[src/rtl/pipeline_hazard_ctrl.sv]
// ---------------------------------------------------------------------------
// pipeline_hazard_ctrl
//
// Stall/flush controller for the 5-stage MIPS pipeline. It sits beside the
// ID stage and merges three hazard sources into one set of pipeline
// controls:
//   - load-use RAW hazards (EX-stage load feeding an ID-stage source)
//   - taken-branch flushes of IF/ID
//   - a multi-cycle mul/div unit. This block sequences that unit and holds
//     HI/LO consumers in ID until the result has been written.
//
// Optional feature macro: HAZ_STALL_CNT_EN
//   When defined, stall_cycles counts stall cycles and saturates at all-ones.
//   When undefined, the counter is absent and stall_cycles is tied to zero.
//
// Ports:
//   clk, rst            single clock; synchronous active-high reset
//   ID_EX_MemRead       EX-stage instruction is a load
//   ID_EX_RegisterRt    load destination register
//   IF_ID_RegisterRs/Rt ID-stage source registers
//   branch_taken        ID-stage branch resolved taken
//   ex_is_muldiv        EX-stage instruction is mult/multu/div/divu
//   ex_is_div           qualifies ex_is_muldiv (1 = div, 0 = mul)
//   id_uses_hilo        ID instruction reads or writes HI/LO
//   stall_mux           insert bubble into ID/EX
//   IF_ID_Write         IF/ID register enable
//   PC_Write            PC enable
//   IF_ID_Flush         zero the IF/ID register
//   md_busy             mul/div unit not idle (registered)
//   hilo_we             one-cycle HI/LO write strobe (registered)
//   stall_cycles        saturating stall-cycle count
// ---------------------------------------------------------------------------
module pipeline_hazard_ctrl #(
  parameter int MUL_LAT = 4,
  parameter int DIV_LAT = 12,
  parameter int CNT_W   = 32
) (
  input  logic             clk,
  input  logic             rst,
  input  logic             ID_EX_MemRead,
  input  logic [4:0]       ID_EX_RegisterRt,
  input  logic [4:0]       IF_ID_RegisterRs,
  input  logic [4:0]       IF_ID_RegisterRt,
  input  logic             branch_taken,
  input  logic             ex_is_muldiv,
  input  logic             ex_is_div,
  input  logic             id_uses_hilo,
  output logic             stall_mux,
  output logic             IF_ID_Write,
  output logic             PC_Write,
  output logic             IF_ID_Flush,
  output logic             md_busy,
  output logic             hilo_we,
  output logic [CNT_W-1:0] stall_cycles
);

  // The latency counter is at least 4 bits and wide enough to hold LAT-2.
  localparam int MAX_LAT = (DIV_LAT > MUL_LAT) ? DIV_LAT : MUL_LAT;
  localparam int MD_CW   = ($clog2(MAX_LAT) > 4) ? $clog2(MAX_LAT) : 4;

  // BUSY lasts LAT-1 cycles: the load value LAT-2 counts down to zero and
  // the zero cycle itself is the last BUSY cycle.
  localparam logic [MD_CW-1:0] MUL_LOAD = MD_CW'(MUL_LAT - 2);
  localparam logic [MD_CW-1:0] DIV_LOAD = MD_CW'(DIV_LAT - 2);

  typedef enum logic [1:0] {
    MD_IDLE = 2'd0,
    MD_BUSY = 2'd1,
    MD_DONE = 2'd2
  } md_state_t;

  md_state_t        md_state_r;
  logic [MD_CW-1:0] md_cnt_r;
  logic             md_busy_r;
  logic             hilo_we_r;

  logic load_use_s;
  logic md_start_s;
  logic md_hazard_s;
  logic stall_s;

  // Hazard detection. Register $0 is hard-wired to zero, so it never stalls.
  // The second operation of a back-to-back mul/div pair also lands here: it
  // uses HI/LO and is held in ID until the unit returns to idle.
  always_comb begin
    load_use_s  = ID_EX_MemRead
                  && (ID_EX_RegisterRt != 5'd0)
                  && ((ID_EX_RegisterRt == IF_ID_RegisterRs)
                      || (ID_EX_RegisterRt == IF_ID_RegisterRt));
    md_start_s  = (md_state_r == MD_IDLE) && ex_is_muldiv;
    md_hazard_s = id_uses_hilo && ((md_state_r != MD_IDLE) || md_start_s);
    stall_s     = load_use_s || md_hazard_s;
  end

  // Pipeline control outputs, priority stall > flush > run. A stalled branch
  // is not flushed because it re-resolves in the following cycle.
  always_comb begin
    stall_mux   = 1'b0;
    IF_ID_Write = 1'b1;
    PC_Write    = 1'b1;
    IF_ID_Flush = 1'b0;
    if (stall_s) begin
      stall_mux   = 1'b1;
      IF_ID_Write = 1'b0;
      PC_Write    = 1'b0;
      IF_ID_Flush = 1'b0;
    end else if (branch_taken) begin
      stall_mux   = 1'b0;
      IF_ID_Write = 1'b1;
      PC_Write    = 1'b1;
      IF_ID_Flush = 1'b1;
    end else begin
      stall_mux   = 1'b0;
      IF_ID_Write = 1'b1;
      PC_Write    = 1'b1;
      IF_ID_Flush = 1'b0;
    end
  end

  // Mul/div sequencer. md_busy and hilo_we are registered alongside the
  // state so each is a clean flop output that tracks the state it decodes.
  // A mul/div request outside IDLE is ignored; ID stalls such requests.
  always_ff @(posedge clk) begin
    if (rst) begin
      md_state_r <= MD_IDLE;
      md_cnt_r   <= {MD_CW{1'b0}};
      md_busy_r  <= 1'b0;
      hilo_we_r  <= 1'b0;
    end else begin
      case (md_state_r)
        MD_IDLE: begin
          if (md_start_s) begin
            md_state_r <= MD_BUSY;
            md_cnt_r   <= ex_is_div ? DIV_LOAD : MUL_LOAD;
            md_busy_r  <= 1'b1;
            hilo_we_r  <= 1'b0;
          end else begin
            md_state_r <= MD_IDLE;
            md_cnt_r   <= md_cnt_r;
            md_busy_r  <= 1'b0;
            hilo_we_r  <= 1'b0;
          end
        end
        MD_BUSY: begin
          if (md_cnt_r != {MD_CW{1'b0}}) begin
            md_state_r <= MD_BUSY;
            md_cnt_r   <= md_cnt_r - {{(MD_CW-1){1'b0}}, 1'b1};
            md_busy_r  <= 1'b1;
            hilo_we_r  <= 1'b0;
          end else begin
            md_state_r <= MD_DONE;
            md_cnt_r   <= md_cnt_r;
            md_busy_r  <= 1'b1;
            hilo_we_r  <= 1'b1;
          end
        end
        MD_DONE: begin
          md_state_r <= MD_IDLE;
          md_cnt_r   <= md_cnt_r;
          md_busy_r  <= 1'b0;
          hilo_we_r  <= 1'b0;
        end
        default: begin
          md_state_r <= MD_IDLE;
          md_cnt_r   <= {MD_CW{1'b0}};
          md_busy_r  <= 1'b0;
          hilo_we_r  <= 1'b0;
        end
      endcase
    end
  end

  assign md_busy = md_busy_r;
  assign hilo_we = hilo_we_r;

`ifdef HAZ_STALL_CNT_EN
  logic [CNT_W-1:0] stall_cnt_r;

  // Saturating count of cycles in which the pipeline front end was stalled.
  always_ff @(posedge clk) begin
    if (rst) begin
      stall_cnt_r <= {CNT_W{1'b0}};
    end else if (stall_s && (stall_cnt_r != {CNT_W{1'b1}})) begin
      stall_cnt_r <= stall_cnt_r + CNT_W'(1'b1);
    end else begin
      stall_cnt_r <= stall_cnt_r;
    end
  end

  assign stall_cycles = stall_cnt_r;
`else
  assign stall_cycles = {CNT_W{1'b0}};
`endif

endmodule

[config.mk]
export PLATFORM = sky130hd
export DESIGN_NAME = pipeline_hazard_ctrl
export DESIGN_NICKNAME = d
export VERILOG_FILES = /design/src/rtl/pipeline_hazard_ctrl.sv
export SDC_FILE = /design/constraint.sdc
export NUM_CORES = 1
export LEC_CHECK = 0
export BUFFER_PORTS_ARGS = -buffer_cell sky130_fd_sc_hd__buf_4
export CELL_PAD_IN_SITES_DETAIL_PLACEMENT = 0
export CELL_PAD_IN_SITES_GLOBAL_PLACEMENT = 1
export CORE_ASPECT_RATIO = 1.5
export CORE_UTILIZATION = 23
export CTS_CLUSTER_DIAMETER = 100
export DETAILED_ROUTE_END_ITERATION = 8
export HOLD_SLACK_MARGIN = 0.12
export PLACE_DENSITY_LB_ADDON = 0.1
export SLEW_MARGIN = 15
export SYNTH_ARGS = -nofsm -noshare
export SYNTH_HDL_FRONTEND = slang
export SYNTH_SLANG_ARGS = --single-unit
[constraint.sdc]
create_clock -name clk -period 1.56 [get_ports clk]
set_input_delay 0.156 -clock clk [delete_from_list [all_inputs] [get_ports clk]]
set_output_delay 0.156 -clock clk [all_outputs]
set_load 0.05 [all_outputs]
# Word-level counts from Yosys, hierarchy flattened
# Cells that the tools add are included.
# Widths: inputs -> output; s select.
# totals
regBits	8
inputBits	22
out_inout_bits	38
wordCells	40
# classes
add_sub_neg	1
n_eq_ne	6
muxes	14
bitwise_logic	2
n_reduce_logical	13
# ops
op	n
$mux 4	3
$pmux 4 s3	1
$eq 5x5->1	2
$mux 1	7
$reduce_bool 5->1	1
$logic_and 1x1->1	4
$ne 2x2->1 const B	2
$pmux 2 s2	1
$reduce_bool 4->1	1
$sub 4x1->4 const B	1
$logic_or 1x1->1	3
$reduce_and 3->1	1
$eq 2x1->1 const B	1
$eq 2x2->1 const B	1
$logic_not 2->1	1
$mux 2	1
$not 1->1	2
$pmux 1 s2	1
$reduce_bool 2->1	1
$reduce_or 2->1	1

# Depth between registers and ports, before layout
# logic_depth
word_depth	6
ltp_mapped	6

# Least setup slack after synthesis
# OpenSTA, ideal clock, no wires.
# synth_timing
kind	input-to-output
from	input port ID_EX_RegisterRt[1]
to	output port PC_Write
t_arrival_ps	2015
path_slack_ps	-611
path_stages	4
n_path_buf	1
cell_sequence	or4_1 > o21a_1 > a21boi_1 > buf_4
# synth_via
elab_chain_cells	5
elab_cells_between_ends	8
# synth_lines
element	line	rtl
start, declared	41	input logic [4:0] ID_EX_RegisterRt,
$eq 5x5->1 (tied with other cells)	88	&& ((ID_EX_RegisterRt == IF_ID_RegisterRs)
$logic_or 1x1->1 or $logic_and 1x1->1 (tied branches)	89, 87	
$logic_and 1x1->1 *	88	
$logic_or 1x1->1 *	92	stall_s = load_use_s || md_hazard_s;
$mux 1 *	--	
end, declared	50	output logic PC_Write,
# Every way passes the cells marked *; elsewhere a longest branch is shown, timed or not.

# Final worst setup path
# layout_timing
from	input port ID_EX_RegisterRt[3]
to	output port stall_mux
# layout_via
elab_chain_cells	5
elab_cells_between_ends	8
# layout_lines
element	line	rtl
$eq 5x5->1 (tied with other cells)	88	
$logic_or 1x1->1 or $logic_and 1x1->1 (tied branches)	89, 87	
$logic_and 1x1->1 *	88	
$logic_or 1x1->1 *	92	
$mux 1 *	102	if (stall_s) begin
end, declared	48	output logic stall_mux,
# Marks and branches as above.

==> metrics.cfg <==
[status]
status = finished clean

[clocking]
cts.reportedPaths.clkPinSlew_ns = 0.04
cts_tree = built
cts.htree.levels = 1
max-clock-path-buffers = 2
cts-root-buf = clkbuf_8
tritoncts.num_buffers = 3
cts_setup_buffers = 0
clock_latency_ns = 0.23
clkSinkCount = 8

[critical_path]
startpoint = ID_EX_RegisterRt[3]
path_depth = 5
worst_path_max_delay_cell = or4_4
crit_end = stall_mux
crit_chain = buf_4 > or4_4 > o21a_4 > a21bo_1 > buf_6
r2r-start = md_cnt_r[0]
arrival_ns = 1.37
crit_path_max_incr_delay_ns = 0.51
startpoint_type = primary input
path_delay_family = simple AND/OR/NAND/NOR gates
worstPathRequired_ns = 1.40
timing.critical_path.buf_inv = 2
critical_path_class = primary input to primary output
timing.rr.end = md_cnt_r[1]
crit_path_end_kind = primary output
cp_max_fo = 3
worst-r2r-cell-count = 6
rrSetupSlack_ns = 0.09

[worst_hold_path]
hp-class = primary input to flip-flop
whs_path_depth = 2

[timing]
setup_tns_ns = 0
finalClockSkew_ns = 0.00323
slew_violations = 0
max_freq_ghz = 0.656
min_period_ns = 1.52
setup_viol = 0
whs_ns = 0.145
hold_viol_final = 0
rsz0062_at_grt = false
finalCritPeriodShare_pct = 97.7

[floorplanning]
dieArea_sq_um = 3700
pin_count = 60
dieWidth_um = 50.0
core-area_sq_um = 3220
rows = 25
initial_core_util_pct = 24.7
die_y_um = 74.0

[grt]
overflow = 0
grt_pass1_wl_mm = 2.52
grt_max_degree = 10
grt.total_usage_pct = 8.91
grt_pass1_vias = 643
antenna_found_initial = 0

[power_and_ir_drop]
finalPower_mw = 1.07
power_density_nw_per_um2 = 976
ir_worst_vdd_mv = 0.395
p_leak_nw = 0.539

[routing]
viasPerCell = 3.89
wl_per_cell_um = 9.48
vias = 701
drtAntennaViolNets = 0
drt-initial-drc-count = 8
drc = 0
firstDrtPassIters = 4
drt-total-wl_mm = 1.71

[cells_and_area]
drive_above_1_share_pct = 34.3
layout_commonest_cell = buf_4
layout_common_cells = 34 x buf_4, 32 x conb_1, 10 x xnor2_1, 8 x dfxtp_1
nets = 166
stdcell_area_sq_um = 1100
syn_to_final_growth_pct = 37.9
diodes = 0
stdcell_count = 180

[placement]
place_hpwl_mm = 1.47
placed_cell_area_sq_um = 1020
routabilityCongestion = 0.766
placedCellCount = 177
numPortBuffers = 27

[synthesis]
ys_types = 29
syn_avg_cell_area_sq_um = 7.88
yosysWarnings = 0
syn_inst = 101
syn_area_sq_um = 796
ys_ff_latch = 8
ys_seq_area_share_pct = 20.1

[run]
drv_cap = 0

## power breakdown
part	total [mW]	switching, mW	leakage [nW]	internal [mW]
sequential	0.245	0.0159	0.0658	0.229
combinational	0.580	0.365	0.451	0.214
clock	0.247	0.0798	0.0216	0.167
total	1.07	0.461	0.539	0.610
## how the worst min path moves through the flow
stage                       end  from
floorplan           md_cnt_r[2]   rst
global placement    md_cnt_r[2]   rst
detailed placement  md_cnt_r[2]   rst
CTS                 md_cnt_r[2]   rst
global route        md_cnt_r[3]   rst
finish              md_cnt_r[2]   rst
## area by class of cell
type	count	area, sq um
Clock buffer	3	41.3
Fill cell	349	2120
Inverter	3	11.3
Multi-Input combinational cell	87	523
Sequential cell	8	160
Tap cell	40	50.0
Timing Repair Buffer	39	312
## registers in the layout (all words and copies together), names as in the netlist
name	flops
hilo_we	1
md_busy	1
md_state_r	2
md_cnt_r	4
## kinds of logic after synthesis
family                     after synthesis  share of synthesized area [%]
DFF                                      8                           20.1
muxes                                    2                           2.52
adders and majority gates                2                           3.14
xor gates and xnor gates                10                           11.0
other                                    1                          0.471
buffers and inverters                   37                           33.0
AOI/OAI and AO/OA                       14                           12.4
and+or+nand+nor                         27                           17.3
## metal layers
| metal | track usage (%) | routed length [um] | part of all wire, % |
|---|---|---|---|
| met1 | 8.56 | 611 | 36 |
| met2 | 16.6 | 915 | 54 |
| met5 | 0 | 0 | 0 |
| met3 | 2.25 | 151 | 8.8 |
| met4 | 5.71 | 27 | 1.6 |
## through the flow
stage / util (%) / setup WS [ns]
2_1_floorplan: - / -0.142
3_3_place_gp: 31.6 / -0.0231
3_5_place_dp: 31.6 / -0.0235
4_1_cts: 33.0 / -0.0120
5_1_grt: 34.1 / 0.00337
6_report: 34.1 / 0.0357
## Yosys cell counts, drive strengths merged
cell type,n,area [sq um]
a21bo,1,10.0
a21boi,2,15.0
a21oi,2,10.0
a2bb2oi,1,8.76
a31oi,1,6.26
a32oi,1,8.76
buf,33,248
clkbuf,1,3.75
conb,1,3.75
dfxtp,8,160
ha,2,25.0
inv,3,11.3
mux2i,2,20.0
nand2,6,22.5
nand2b,1,6.26
nand3,2,10.0
nor2,6,22.5
nor2b,4,25.0
nor3,4,20.0
nor3b,2,15.0
o21a,1,7.51
o21ai,2,10.0
o22a,1,8.76
o22ai,1,6.26
o31ai,1,7.51
or3b,1,8.76
or4,1,7.51
xnor2,10,87.6
## timing repair
item,CTS,global route
gates resized for setup,1,9
hold buffers,0,0
gates cloned,0,0
endpoints found under the setup margin,3,6
pin swaps,1,3
Note: power is estimated with default switching activity, not from simulation.
